$ cat src/rtl/myproject_accum_pkg.sv
// Shared definitions for the dense-layer accumulator blocks.
//   - Default widths for the 16s x 12s product -> 16-bit activation chain.
//   - state_t: frame FSM states (ACCUM collects beats, OUT holds the result).
//   - OUT_MAX / OUT_MIN: saturation limits of the default output format.
package myproject_accum_pkg;

    localparam int PROD_W     = 28;
    localparam int ACC_W      = 34;
    localparam int OUT_W      = 16;
    localparam int FRAC_SHIFT = 10;

    localparam logic signed [OUT_W-1:0] OUT_MAX = {1'b0, {(OUT_W-1){1'b1}}};
    localparam logic signed [OUT_W-1:0] OUT_MIN = {1'b1, {(OUT_W-1){1'b0}}};

    typedef enum logic [0:0] {
        ACCUM = 1'b0,
        OUT   = 1'b1
    } state_t;

endpackage

$ cat src/rtl/myproject_round_sat.sv
// Combinational round-and-saturate stage.
// Converts an ACC_W-bit signed sum at product scale into an OUT_W-bit signed
// value at output scale: round half toward +inf, then clamp to the OUT_W range.
// Ports:
//   sum      in  ACC_W  signed accumulator value
//   data     out OUT_W  rounded, saturated result
//   sat      out 1      result was clamped
module myproject_round_sat #(
    parameter int ACC_W      = 34,
    parameter int OUT_W      = 16,
    parameter int FRAC_SHIFT = 10
) (
    input  logic [ACC_W-1:0] sum,
    output logic [OUT_W-1:0] data,
    output logic             sat
);

    // One guard bit so adding the rounding constant can never wrap.
    localparam logic [ACC_W:0] HALF = (ACC_W+1)'(1) << (FRAC_SHIFT - 1);

    localparam logic [OUT_W-1:0] SAT_MAX = {1'b0, {(OUT_W-1){1'b1}}};
    localparam logic [OUT_W-1:0] SAT_MIN = {1'b1, {(OUT_W-1){1'b0}}};

    logic        [ACC_W:0] rounded;
    logic signed [ACC_W:0] shifted;
    logic [ACC_W-OUT_W+1:0] upper;
    logic                   in_range;

    always_comb begin
        rounded = {sum[ACC_W-1], sum} + HALF;
        shifted = $signed(rounded) >>> FRAC_SHIFT;
        // The value fits OUT_W bits exactly when every bit from the OUT_W
        // sign position upward is a copy of the sign.
        upper    = shifted[ACC_W:OUT_W-1];
        in_range = (&upper) || (~|upper);
        if (in_range) begin
            data = shifted[OUT_W-1:0];
            sat  = 1'b0;
        end else begin
            data = shifted[ACC_W] ? SAT_MIN : SAT_MAX;
            sat  = 1'b1;
        end
    end

endmodule

$ cat src/rtl/myproject_dense_accum.sv
// Dense-layer output accumulator.
// Sums N_IN signed products per neuron plus the neuron bias, rounds and
// saturates to the activation format and hands the result downstream over a
// valid/ready handshake. One frame is in flight at a time.
// Ports:
//   ap_clk, ap_rst          clock, synchronous active-high reset
//   in_valid/in_ready       input beat handshake
//   in_prod                 signed product (PROD_W)
//   in_last                 producer's end-of-frame flag, only checked
//   bias                    signed bias at output scale, taken on beat 0
//   out_valid/out_ready     result handshake
//   out_data, out_sat       result and its saturation flag
//   err_len                 sticky in_last / beat-count disagreement
module myproject_dense_accum #(
    parameter int PROD_W     = myproject_accum_pkg::PROD_W,
    parameter int N_IN       = 16,
    parameter int ACC_W      = myproject_accum_pkg::ACC_W,
    parameter int OUT_W      = myproject_accum_pkg::OUT_W,
    parameter int FRAC_SHIFT = myproject_accum_pkg::FRAC_SHIFT
) (
    input  logic              ap_clk,
    input  logic              ap_rst,
    input  logic              in_valid,
    output logic              in_ready,
    input  logic [PROD_W-1:0] in_prod,
    input  logic              in_last,
    input  logic [OUT_W-1:0]  bias,
    output logic              out_valid,
    input  logic              out_ready,
    output logic [OUT_W-1:0]  out_data,
    output logic              out_sat,
    output logic              err_len
);

    import myproject_accum_pkg::*;

    localparam int CNT_W = (N_IN > 2) ? $clog2(N_IN) : 1;
    localparam logic [CNT_W-1:0] CNT_LAST = CNT_W'(N_IN - 1);

    state_t             state_reg;
    logic [CNT_W-1:0]   cnt_reg;
    logic [ACC_W-1:0]   acc_reg;
    logic               out_valid_reg;
    logic [OUT_W-1:0]   out_data_reg;
    logic               out_sat_reg;
    logic               err_len_reg;

    logic               beat;
    logic               last_beat;
    logic [ACC_W-1:0]   prod_ext;
    logic [ACC_W-1:0]   bias_ext;
    logic [ACC_W-1:0]   acc_base;
    logic [ACC_W-1:0]   sum_next;
    logic [OUT_W-1:0]   rs_data;
    logic               rs_sat;

    // Ready follows the state directly so the first cycle after reset can
    // already accept a beat; held low while reset is asserted.
    assign in_ready  = (state_reg == ACCUM) && !ap_rst;
    assign beat      = in_valid && in_ready;
    assign last_beat = (cnt_reg == CNT_LAST);

    always_comb begin
        prod_ext = {{(ACC_W-PROD_W){in_prod[PROD_W-1]}}, in_prod};
        // Bias lives at output scale; move it up to product scale.
        bias_ext = {{(ACC_W-OUT_W){bias[OUT_W-1]}}, bias} << FRAC_SHIFT;
        // Beat 0 starts a fresh sum from the bias, which drops any leftover
        // accumulator contents from the previous frame.
        acc_base = (cnt_reg == '0) ? bias_ext : acc_reg;
        sum_next = acc_base + prod_ext;
    end

    myproject_round_sat #(
        .ACC_W      (ACC_W),
        .OUT_W      (OUT_W),
        .FRAC_SHIFT (FRAC_SHIFT)
    ) u_round_sat (
        .sum  (sum_next),
        .data (rs_data),
        .sat  (rs_sat)
    );

    always_ff @(posedge ap_clk) begin
        if (ap_rst) begin
            state_reg     <= ACCUM;
            cnt_reg       <= '0;
            acc_reg       <= '0;
            out_valid_reg <= 1'b0;
            out_data_reg  <= '0;
            out_sat_reg   <= 1'b0;
            err_len_reg   <= 1'b0;
        end else begin
            case (state_reg)
                ACCUM: begin
                    if (beat) begin
                        acc_reg <= sum_next;
                        // Frame boundaries come from the counter; in_last is
                        // only compared against it.
                        if (in_last != last_beat) begin
                            err_len_reg <= 1'b1;
                        end
                        if (last_beat) begin
                            cnt_reg       <= '0;
                            out_data_reg  <= rs_data;
                            out_sat_reg   <= rs_sat;
                            out_valid_reg <= 1'b1;
                            state_reg     <= OUT;
                        end else begin
                            cnt_reg <= cnt_reg + 1'b1;
                        end
                    end
                end
                OUT: begin
                    if (out_ready) begin
                        out_valid_reg <= 1'b0;
                        state_reg     <= ACCUM;
                    end
                end
                default: begin
                    state_reg <= ACCUM;
                end
            endcase
        end
    end

    assign out_valid = out_valid_reg;
    assign out_data  = out_data_reg;
    assign out_sat   = out_sat_reg;
    assign err_len   = err_len_reg;

endmodule

$ cat config.mk
export PLATFORM = sky130hd
export DESIGN_NAME = myproject_dense_accum
export DESIGN_NICKNAME = d
export VERILOG_FILES = /design/src/rtl/myproject_accum_pkg.sv /design/src/rtl/myproject_round_sat.sv /design/src/rtl/myproject_dense_accum.sv
export SDC_FILE = /design/constraint.sdc
export NUM_CORES = 1
export LEC_CHECK = 0
export ABC_AREA = 1
export ABC_CLOCK_PERIOD_IN_PS = 8100
export BUFFER_PORTS_ARGS = -buffer_cell sky130_fd_sc_hd__buf_2
export CORE_MARGIN = 2
export CORE_UTILIZATION = 57
export DETAILED_ROUTE_END_ITERATION = 8
export PLACE_DENSITY = 0.78
export SLEW_MARGIN = 0
export SYNTH_ARGS = -nofsm -noshare
export SYNTH_HDL_FRONTEND = slang
export SYNTH_HIERARCHICAL = 1
export SYNTH_SLANG_ARGS = --single-unit
$ cat constraint.sdc
create_clock -name ap_clk -period 8.1 [get_ports ap_clk]
set_input_delay 1.62 -clock ap_clk [delete_from_list [all_inputs] [get_ports ap_clk]]
set_output_delay 1.62 -clock ap_clk [all_outputs]
set_load 0.05 [all_outputs]
After elaboration in Yosys (flattened, before gate mapping)
Index checks and enable logic that the tools add are counted.

Register bits after elaboration: 58. Bits of input ports: 49. Output and inout port bits: 20. Word-level logic and storage cells: 41.

Add/sub/neg operators: 3. Eq/ne operators: 5. Muxes and demuxes: 13. Bitwise operators: 1. Reductions and logical operators: 12.

Operators by type and width (number): $add 34x11->35 const B (1); $add 34x34->34 (1); $mux 34 (1); $mux 16 (2); $reduce_and 10->1 (1); $reduce_or 10->1 (1); $reduce_and 3->1 (3); $mux 1 (7); $ne 2x2->1 const B (3); $add 4x1->4 const B (1); $eq 4x4->1 const B (1); $logic_not 4->1 (1); $mux 4 (1); $pmux 1 s2 (2); $logic_and 1x1->1 (2); $logic_not 1->1 (2); $reduce_and 2->1 (1); $logic_or 1x1->1 (1); $ne 1x1->1 (1); $not 1->1 (1).

Depth between registers and ports, before layout
Gate-level depths: netlist (run 1).

Word-level depth: 8. Depth in mapped cells: 37. Mapped depth without buffers: 35.

By module
Netlist (run 1), hierarchy kept.

By module, submodules not included: myproject_dense_accum (instances 1, cells each 789, area an instance 4822.1 sq um, sequential area each 1161.1 sq um); myproject_round_sat (instances 1, cells each 218, area an instance 1122.3 sq um, sequential area each 0.0 sq um).

Worst setup path after synthesis (run 1)
Ideal clock, no wire load.

Path kind: in2reg. From: input in_prod[0]. To: register out_data_reg[10] (netlist: out_data[10]). Setup time: 0.116 ns. Arrival time: 4.647 ns. Data required time: 7.984 ns. Path slack: 3.336 ns. Stages on the path: 25. Buffers on the path: 1. Cells stage by stage: ha_1 > inv_1 > fa_1 > nand3b_1 > nand2_1 > nand2_1 > nand2_2 > nand2_1 > nand2_2 > xor2_1 > ha_1 > nand2_2 > nor2_4 > nand2_4 > nor2_4 > nand3_1 > nand2_1 > nand2_1 > nor2_1 > nand3_2 > nand3_4 > buf_6 > nand2_1 > nor2_1 > nor2_1.

Cells in the longest elaborated chain, start to end: 6. Elaborated cells on any way between the ends: 8. Classes of those cells: add/sub (2); mux (2); reduce/logical (4).

RTL lines: start, declared (RTL line myproject_dense_accum.sv:25) `input logic [PROD_W-1:0] in_prod,`; $add 34x34->34 * (RTL line myproject_dense_accum.sv:70) `sum_next = acc_base + prod_ext;`; named net sum_next[10] (RTL line myproject_dense_accum.sv:53) `logic [ACC_W-1:0] sum_next;`; $add 34x11->35 * (RTL line myproject_round_sat.sv:30) `rounded = {sum[ACC_W-1], sum} + HALF;`; $reduce_or 10->1 (RTL line myproject_round_sat.sv:35) `in_range = (&upper) || (~|upper);`; $logic_not 1->1 (RTL line myproject_round_sat.sv:35); $logic_or 1x1->1 (RTL line myproject_round_sat.sv:35); $mux 16 * (RTL line myproject_round_sat.sv:36) `if (in_range) begin`; named net rs_data[10] (RTL line myproject_dense_accum.sv:54) `logic [OUT_W-1:0] rs_data;`; end signal, assigned (RTL line myproject_dense_accum.sv:104) `out_data_reg <= rs_data;`; end, declared (RTL line myproject_dense_accum.sv:44) `logic [OUT_W-1:0] out_data_reg;`.

Mark *: on every way through the listed nets, which the timed path passes. The rest lies on a longest branch. A chain may end at the register's enable or synchronous reset.

Worst setup path after layout (run 1)
From: register cnt_reg[0]. To: register out_data_reg[1] (netlist: out_data[1]).

Cells in the longest elaborated chain, start to end: 8. Elaborated cells on any way between the ends: 12. Classes of those cells: add/sub (2); eq/ne (1); mux (3); reduce/logical (6).

RTL lines: start, declared (RTL line myproject_dense_accum.sv:41) `logic [CNT_W-1:0] cnt_reg;`; start signal, assigned (RTL line myproject_dense_accum.sv:109) `cnt_reg <= cnt_reg + 1'b1;`; $logic_not 4->1 * (RTL line myproject_dense_accum.sv:69) `acc_base = (cnt_reg == '0) ? bias_ext : acc_reg;`; $mux 34 * (RTL line myproject_dense_accum.sv:69); $add 34x34->34 * (RTL line myproject_dense_accum.sv:70); named net sum_next[10] (RTL line myproject_dense_accum.sv:53); $add 34x11->35 * (RTL line myproject_round_sat.sv:30); $reduce_or 10->1 (RTL line myproject_round_sat.sv:35); $logic_not 1->1 (RTL line myproject_round_sat.sv:35); $logic_or 1x1->1 (RTL line myproject_round_sat.sv:35); $mux 16 * (RTL line myproject_round_sat.sv:36); named net rs_data[1] (RTL line myproject_dense_accum.sv:54).

Marked as above.

==> metrics.md, run 1 <==
| Metric | Value |
|---|---|
| Die ar. | 11300 sq um |
| VDD IR max | roughly 110 uV |
| # hold bufs at CTS | 0 |
| Initial Utilization | slightly below 60% |
| Status | finished, final reports clean |
| Clk root buf | clkbuf_8 |
| Power Density | slightly below 200 nW/um^2 |
| Standard-cell row count | 37 |
| Worst-margin pin slew | 0.798 ns |
| Final hold slack | ~0.46 ns |
| Setup crit start kind | register |
| Max clock buf depth | 2 |
| Setup Skew | between 0.01 and 0.015 ns |
| Share of layout cells above drive strength 1 | approximately 15% |
| Highest cell delay on the worst timing path | 0.46 ns |
| Final slew viol count | 0 |
| Dpl hpwl | 12.8 mm |
| Max-Cap Viols | 0 |
| GRT Overall Usage | a little under a third |
| WL/cell | 13.5 um |
| Die H | around 110 um |
| Worst-Skew Late Latency | between 0.3 and 0.4 ns |
| Die Span X | 106 um |
| H-tree depth | 3 |
| Remaining routing DRC violations | 0 |
| Clk pin slew, worst setup/hold paths | about 0.080 ns |
| Global-route wire length before repair | approximately 27 mm |
| DP Cell Count | around 1200 |
| Fmax | about 0.19 GHz |
| CTS sink count | 58 |
| Critical path capture point type | register |
| Routability Congestion | 0.986 |
| Min-Delay Path Class | reg -> reg |
| Setup CP Type | reg -> reg |
| Final Hold Violating Endpoints | 0 |
| Ant diodes | 0 |
| Largest net degree at the start of global routing | 46 |
| Syn Nets | 1092 |
| Most frequent CP cell | nand2_1 |
| Drt pass-1 iters | 6 |
| CTS tree | done |
| Core Util, Final | about 64% |
| Final setup fails | 0 |
| Post-Synthesis Cells | between 1000 and 1500 |
| Number of flip-flops under the largest register name | 34 |
| Detailed-route via count | around 6300 |
| Total wire length | between 15 and 20 mm |
| Final period util | about two thirds |
| IO buf count | 68 |
| Avg Inst Size Synth | ~6 sq um |
| Fin Setup TNS | 0 ns |
| Mapped cell area | 5940 sq um |
| Avg Vias per Cell | between 5 and 6 |
| Core outline area | about 10000 sq um |
| CTS Buf Count | 9 |
| CTS resizes | 0 |
| Layout area overhead | 10.5% |
| Slowest-stage cell, CP | fa_1 |
| Critical Path Fanout Max | 38 |
| Rel. slew slack | between 40% and 50% |
| Data arrival, critical path | around 5.5 ns |
| Layout net count | between 1000 and 1500 |
| Postcts setup bufs | 0 |
| Fillers | just over 1000 |
| 1st-iter DRT viols | around 500 |
| Initial antenna violation count | 0 |
| I/O pin count | 69 |
| RSZ-0062 raised after global routing | false |
| Remaining antenna violation count | 0 |
| Crit path required time | roughly 8.4 ns |
| Final Total Pwr | 0.00129 W |
| YS warnings | 6 |
| Finished Layout Cells | 1206 |
| Vias in the first global route | roughly 5600 |
| Min Clock Period, post-route | 5.24 ns |
| Grt ovf | 0 |
| Leakage Power | between 3 and 4 nW |
-- routing by layer --
layer	vias up	part of all wire, %	global-route usage [%]
met1	2741	48	42.9
met2	217	42	46.0
li1	3280	-	-
met4	0	2.4	9.77
met5	-	0	0
met3	27	7.6	4.90
-- where the power goes --
group          leakage (nW)  internal, W  switching, W
Combinational          2.95     0.000205      0.000439
Sequential            0.475     0.000313     0.0000123
Clock                 0.106     0.000175      0.000142
Total                  3.53     0.000693      0.000594
-- cells in the final DEF (no fill, tap or decap), types with 26 or more instances in the layout --
cell	n
a21oi_1	44
nor2_1	114
buf_2	68
nand2_2	26
dfxtp_1	58
ha_1	36
o21ai_0	57
inv_1	126
nand2_1	322
nand3_1	70
-- worst paths after layout --
path,endpoint,cells after the start,slack [ns],from
max,out_data[1]$_SDFFE_PP0P_,30,2.86,cnt_reg[0]$_SDFFE_PP0P_
min,err_len$_SDFFE_PP0P_,2,0.46,err_len$_SDFFE_PP0P_
min reg2reg,err_len$_SDFFE_PP0P_,2,0.46,err_len$_SDFFE_PP0P_
max reg2reg,out_data[1]$_SDFFE_PP0P_,30,2.86,cnt_reg[0]$_SDFFE_PP0P_
-- worst max-delay path: cells and delay by family (launching register included) --
family | cells | cell delay, ns
AO/OA/AOI/OAI | 1 | 0.16
XOR/XNOR | 1 | 0.41
adder cells (fa/ha/maj) | 3 | 0.99
buffers and inverters | 4 | 0.86
flip-flops | 1 | 0.39
AND/OR/NAND/NOR | 21 | 2.30
-- area by class of cell --
class	instances	area, sq um	area share (%)
Sequential cell	58	1160	17.7
Tap cell	136	170	2.59
Inverter	133	502	7.64
Multi-Input combinational cell	793	4150	63.2
Clock inverter	7	101	1.54
Clock buffer	9	124	1.89
Timing Repair Buffer	70	355	5.41
-- per-stage QoR --
stage                     worst slack [ns]  cell area [sq um]
after detailed placement              2.71               6340
after global placement                2.81               6340
after CTS                             2.93               6570
after global routing                  2.34               6570
after floorplan                       3.34               5940
final                                 2.86               6570
Power figures use the tool's default switching activity.
==> inputs of run 2 (changes only) <==
--- a/config.mk
+++ b/config.mk
@@ -6,12 +6,12 @@
 export NUM_CORES = 1
 export LEC_CHECK = 0
 export ABC_AREA = 1
-export ABC_CLOCK_PERIOD_IN_PS = 8100
+export ABC_CLOCK_PERIOD_IN_PS = 4300
 export BUFFER_PORTS_ARGS = -buffer_cell sky130_fd_sc_hd__buf_2
 export CORE_MARGIN = 2
-export CORE_UTILIZATION = 57
+export CORE_UTILIZATION = 55
 export DETAILED_ROUTE_END_ITERATION = 8
-export PLACE_DENSITY = 0.78
+export PLACE_DENSITY = 0.79
 export SLEW_MARGIN = 0
 export SYNTH_ARGS = -nofsm -noshare
 export SYNTH_HDL_FRONTEND = slang
==> constraint.sdc (replaced) <==
create_clock -name ap_clk -period 4.3 [get_ports ap_clk]
set_input_delay 0.86 -clock ap_clk [delete_from_list [all_inputs] [get_ports ap_clk]]
set_output_delay 0.86 -clock ap_clk [all_outputs]
set_load 0.05 [all_outputs]
==> metrics.md, run 2 (same netlist as run 1, synthesis figures left out) <==
| Metric | Value |
|---|---|
| Data arrival, critical path | 4.80 ns |
| Clk pin slew, worst setup/hold paths | approximately 0.080 ns |
| Avg Vias per Cell | between 5 and 6 |
| Final period util | 106% |
| Layout net count | around 1200 |
| Initial antenna violation count | 0 |
| Die ar. | roughly 12000 sq um |
| Commonest non-fill, non-tap cell in the layout | nand2_1 |
| Leakage Power | 4.21 nW |
| Global-route wire length before repair | 28.3 mm |
| Most frequent cells in the layout | 252 x nand2_1, 121 x inv_1, 87 x buf_4, 81 x nand2_2, 75 x nor2_1 |
| Final worst setup slack | -0.242 ns |
| Total wire length | 21.6 mm |
| GRT Overall Usage | 30.9% |
| Setup Skew | 0.0114 ns |
| Layout area overhead | 40.9% |
| Highest cell delay on the worst timing path | about 0.33 ns |
| Fmax | approximately 0.22 GHz |
| Min-Delay Path Class | reg -> reg |
| Drt pass-1 iters | 5 |
| Worst-margin pin slew | 0.903 ns |
| Critical Path Fanout Max | 8 |
| Vias in the first global route | around 6000 |
| Number of flip-flops under the largest register name | 34 |
| Dpl hpwl | around 13 mm |
| CTS tree | done |
| CTS Buf Count | 9 |
| Crit-path leading delay family | simple AND/OR/NAND/NOR gates |
| Standard-cell row count | 37 |
| Die H | between 100 and 150 um |
| Crit path buffers/inverters | 4 |
| Largest net degree at the start of global routing | 46 |
| Final Total Pwr | ~0.0033 W |
| Setup CP Type | reg -> reg |
| Most frequent CP cell | nand2_2 |
| Share of layout cells above drive strength 1 | about two fifths |
| Rel. slew slack | just under 40% |
| Die Span X | roughly 110 um |
| Remaining antenna violation count | 0 |
| Clk root buf | clkbuf_8 |
| VDD IR max | roughly 310 uV |
| WL/cell | between 15 and 20 um |
| Routability Congestion | 1.00 |
| IO buf count | 68 |
| H-tree depth | 3 |
| 1st-iter DRT viols | slightly below 800 |
| CTS sink count | 58 |
| Remaining routing DRC violations | 0 |
| Max-Cap Viols | 0 |
| Worst-Skew Late Latency | between 0.3 and 0.4 ns |
| Final setup fails | 16 |
| Detailed-route via count | about 7400 |
| Status | complete, but fails checks |
| I/O pin count | 69 |
| Crit path required time | between 4 and 5 ns |
| Critical path capture point type | register |
| Core outline area | roughly 10000 sq um |
| Ant diodes | 0 |
| Setup crit start kind | register |
| Min Clock Period, post-route | 4.54 ns |
| Max clock buf depth | 2 |
| Initial Utilization | 57.0% |
| Slowest-stage cell, CP | dfxtp_2 |
| Core Util, Final | between 80 and 90% |
| Grt ovf | 0 |
| Final slew viol count | 0 |
| # hold bufs at CTS | 0 |
| Failing checks | negative setup slack |
| Power Density | between 300 and 400 nW/um^2 |
| Final Hold Violating Endpoints | 0 |
## run 2: cell count changes in the layout (fill, tap and decap cells not counted), moves of 19 or more
cell     delta
a21oi_1    -27
a21oi_2    +22
buf_4      +85
ha_1       -23
nand2_1    -70
nand2_2    +55
nor2_1     -39
nor2_2     +22
o21ai_0    -19
## run 2: final cells by class
cell class                      count  area [sq um]
Tap cell                          136           170
Timing Repair Buffer              164          1120
Sequential cell                    58          1160
Inverter                          133           502
Clock inverter                      7           124
Clock buffer                        9           124
Fill cell                         662          2050
Multi-Input combinational cell    795          5160
## run 2: worst paths after layout
| path | cells after the start | startpoint | end | slack (ns) |
|---|---|---|---|---|
| max | 32 | cnt_reg[1]$_SDFFE_PP0P_ | out_data[2]$_SDFFE_PP0P_ | -0.24 |
| min | 2 | acc_reg[2]$_SDFFE_PP0P_ | acc_reg[2]$_SDFFE_PP0P_ | 0.46 |
| max reg2reg | 32 | cnt_reg[1]$_SDFFE_PP0P_ | out_data[2]$_SDFFE_PP0P_ | -0.24 |
| min reg2reg | 2 | acc_reg[2]$_SDFFE_PP0P_ | acc_reg[2]$_SDFFE_PP0P_ | 0.46 |
## run 2: metal layers
| layer | routed length [um] | vias up | share of wire (%) | track usage, % |
|---|---|---|---|---|
| met4 | 1340 | 0 | 6.2 | 13.1 |
| met1 | 8330 | 3357 | 39 | 37.4 |
| li1 | - | 3489 | - | - |
| met3 | 1930 | 125 | 8.9 | 7.29 |
| met2 | 10000 | 453 | 46 | 52.4 |
| met5 | 0 | - | 0 | 0 |
## run 2: repair_timing
action | CTS | global route
cloned | 3 | 1
setup endpoints to repair | 16 | 16
buffers inserted | 0 | 31
gates resized for setup | 10 | 283
pin swaps | 3 | 116
## run 2: power by group
group / leakage [nW] / total [W] / internal (W) / switching, W
Sequential: 0.476 / 0.000615 / 0.000590 / 0.0000255
Clock: 0.120 / 0.000661 / 0.000390 / 0.000271
Combinational: 3.61 / 0.00199 / 0.000787 / 0.00120
Total: 4.21 / 0.00326 / 0.00177 / 0.00150
## run 2: stage by stage
step | hold WS, ns | instance area (sq um) | setup TNS (ns) | std cells | setup slack (ns)
finish | 0.458 | 8370 | -3.36 | 1302 | -0.242
floorplan | 0.430 | 5940 | 0 | 1006 | 0.0155
detailed placement | 0.444 | 6810 | 0 | 1251 | 0.00101
global placement | 0.441 | 6810 | 0 | 1251 | 0.0186
CTS | 0.457 | 7130 | 0 | 1270 | 0.00214
global route | 0.479 | 8370 | -5.34 | 1302 | -0.360
## run 2: tightest hold or removal path: cells and delay by family, from the launching register on
family                 cells  cell delay (ns)
AO/OA/AOI/OAI              1             0.06
buffers and inverters      1             0.06
flip-flops                 1             0.30
==> inputs of run 3 (changes only) <==
--- a/config.mk
+++ b/config.mk
@@ -5,13 +5,12 @@
 export SDC_FILE = /design/constraint.sdc
 export NUM_CORES = 1
 export LEC_CHECK = 0
-export ABC_AREA = 1
 export ABC_CLOCK_PERIOD_IN_PS = 4300
 export BUFFER_PORTS_ARGS = -buffer_cell sky130_fd_sc_hd__buf_2
 export CORE_MARGIN = 2
-export CORE_UTILIZATION = 55
+export CORE_UTILIZATION = 54
 export DETAILED_ROUTE_END_ITERATION = 8
-export PLACE_DENSITY = 0.79
+export PLACE_DENSITY = 0.78
 export SLEW_MARGIN = 0
 export SYNTH_ARGS = -nofsm -noshare
 export SYNTH_HDL_FRONTEND = slang
==> metrics.md, run 3 <==
| Metric | Value |
|---|---|
| # hold bufs at CTS | 0 |
| Final hold slack | 0.453 ns |
| Die Span X | 103 um |
| Min Clock Period, post-route | approximately 5.1 ns |
| Worst-margin pin slew | ~1.4 ns |
| Setup Skew | approximately 0.016 ns |
| Vias in the first global route | between 6000 and 7000 |
| Remaining antenna violation count | 0 |
| WL/cell | 21.4 um |
| Worst Hold Endpoint | out_data[13]$_SDFFE_PP0P_ |
| Slowest-stage cell, CP | or4_4 |
| Grt ovf | 0 |
| Final slew viol count | 0 |
| CTS tree | done |
| Mapped cell area | 5290 sq um |
| Post-Synthesis Cells | around 720 |
| Min-Delay Path Class | reg -> reg |
| Final Total Pwr | about 0.0035 W |
| Finished Layout Cells | between 1000 and 1500 |
| Routability Congestion | around 1 |
| Initial antenna violation count | 0 |
| Hold path cells | 2 |
| Ant diodes | 0 |
| Final period util | 118% |
| Largest net degree at the start of global routing | 47 |
| DP Cell Count | approximately 1100 |
| Fmax | 0.197 GHz |
| Psw | about 0.0015 W |
| Max-Cap Viols | 0 |
| Rel. slew slack | a little under a tenth |
| Critical path capture point type | register |
| Die ar. | between 10000 and 15000 sq um |
| Clock share of power | 17.3% |
| Net Sw Frac | about 43% |
| Most frequent cells in the layout | 209 x buf_4, 142 x nand2_1, 68 x buf_2, 56 x dfxtp_1, 40 x a21oi_1 |
| Internal power | 0.00200 W |
| Max clock buf depth | 2 |
| Hold_sp | out_data[13]$_SDFFE_PP0P_ |
| Syn Nets | about 800 |
| Worst r2r src | cnt_reg[0]$_SDFFE_PP0P_ |
| Setup CP Type | reg -> reg |
| H-tree depth | 3 |
| Place WS | -0.712 ns |
| CTS Buf Count | 9 |
| Detailed-route via count | between 7000 and 8000 |
| Most frequent CP cell | nand2_1 |
| Final worst setup slack | -0.774 ns |
| Die H | between 100 and 150 um |
| VDD IR max | between 200 and 250 uV |
| Drt pass-1 iters | 6 |
| IO buf count | about 70 |
| Share of layout cells above drive strength 1 | ~44% |
| Crit path buffers/inverters | 3 |
| Global-route wire length before repair | ~32 mm |
| 1st-iter DRT viols | roughly 1000 |
| Power Density | between 400 and 500 nW/um^2 |
| R2R depth | 22 |
| Total wire length | approximately 24 mm |
| Fin Setup TNS | -11.90 ns |
| RSZ-0062 raised after global routing | true |
| Critical Path Fanout Max | 10 |
| I/O pin count | between 60 and 70 |
| Highest cell delay on the worst timing path | slightly above 0.6 ns |
| Avg Inst Size Synth | 7.38 sq um |
| Standard-cell row count | 36 |
| Final setup fails | 17 |
| Avg Vias per Cell | roughly 6.6 |
| CTS sink count | just under 60 |
| Layout area overhead | 56.0% |
| Worst-Skew Late Latency | roughly 0.36 ns |
| Remaining routing DRC violations | 0 |
| Dpl hpwl | 13.6 mm |
| Number of flip-flops under the largest register name | 34 |
| Logic pwr share | between 60 and 70% |
| RR Endpoint | out_data[3]$_SDFFE_PP0P_ |
| Clk pin slew, worst setup/hold paths | 0.08 ns |
| Crit path required time | approximately 4.6 ns |
| Initial Utilization | roughly 55% |
| Flop pwr share | about 18% |
| Failing checks | negative setup slack |
| Clk root buf | clkbuf_8 |
| Layout net count | around 1100 |
| Final Hold Violating Endpoints | 0 |
| Core outline area | 9640 sq um |
| Crit-path leading delay family | simple AND/OR/NAND/NOR gates |
| Data arrival, critical path | 5.36 ns |
| Critical-path cell list | inv_2, ha_4, nand2_8, nand2_1, nand2_1, ha_4, buf_4, o21a_1, nor2_1, o21ai_0, nand2_1, o21ai_1, xor2_2, nand2_2, or4_4, or4_4, a22oi_4, buf_12, a31oi_1, a21oi_1, nand2_1, a21oi_1 |
| Setup crit start kind | register |
| Leakage Power | 3.77 nW |
| GRT Overall Usage | 38.5% |
| Worst reg2reg setup slack | -0.77 ns |
| Commonest non-fill, non-tap cell in the layout | buf_4 |
| YS warnings | 6 |
| Status | complete, but fails checks |
-- run 3: cell count changes in the layout (fill, tap and decap cells not counted), moves of 39 or more --
| cell | previous run | this run |
|---|---|---|
| nand2_1 | 252 | 142 |
| nor2_1 | 75 | 30 |
| buf_4 | 87 | 209 |
| nand3_1 | 64 | 25 |
| inv_1 | 121 | 13 |
| nand2_2 | 81 | 4 |
-- run 3: final cells by class --
type                    instances  area, sq um
fillers                       481         1390
clock inverters                 6         88.8
repair buffers                285         2030
inverters                      17         63.8
multi-input cells             604         4600
clock buffers                  10          138
well taps                     133          166
flip-flops and latches         58         1160
-- run 3: tightest hold or removal path, stage by stage (launching register included) --
cell,delay (ns)
dfxtp_1,0.31
nand2_1,0.05
a21oi_1,0.05
-- run 3: timing repair --
action,in CTS,in global routing
setup endpoints to repair,17,17
resized for setup,54,59
buffers inserted,23,11
pin swaps,25,26
gates cloned,4,0
-- run 3: through the flow --
stage / utilization (%) / cell area, sq um
detailed placement: 74.0 / 7140
global route: 85.6 / 8250
finish: 85.6 / 8250
CTS: 81.9 / 7890
floorplan: - / 5430
global placement: 74.0 / 7140
-- run 3: worst max path at each step --
stage	endpoint	from	depth (start not counted)	slack, ns
final	out_data[3]$_SDFFE_PP0P_	cnt_reg[0]$_SDFFE_PP0P_	22	-0.77
after floorplan	out_data[6]$_SDFFE_PP0P_	cnt_reg[0]$_SDFFE_PP0P_	24	-0.48
after CTS	out_data[13]$_SDFFE_PP0P_	cnt_reg[0]$_SDFFE_PP0P_	24	-0.40
after detailed placement	out_data[8]$_SDFFE_PP0P_	cnt_reg[2]$_SDFFE_PP0P_	21	-0.71
after global routing	out_data[4]$_SDFFE_PP0P_	cnt_reg[0]$_SDFFE_PP0P_	25	-0.88
after global placement	out_data[0]$_SDFFE_PP0P_	cnt_reg[2]$_SDFFE_PP0P_	21	-0.61
-- run 3: per-layer routing --
metal | GRT usage [%] | routed length [um] | up-vias
met2 | 64.2 | 10700 | 663
met5 | 0 | 0 | -
li1 | - | - | 3084
met1 | 46.0 | 8480 | 3343
met3 | 9.36 | 2600 | 233
met4 | 19.6 | 2070 | 0
-- run 3: power groups by stage --
stage | combinational [W] | sequential, W | clock (W)
2_1_floorplan | 0.00102 | 0.000624 | 0
3_3_place_gp | 0.00171 | 0.000629 | 0
3_5_place_dp | 0.00178 | 0.000631 | 0
4_1_cts | 0.00194 | 0.000621 | 0.000583
5_1_grt | 0.00236 | 0.000636 | 0.000622
6_report | 0.00227 | 0.000632 | 0.000607
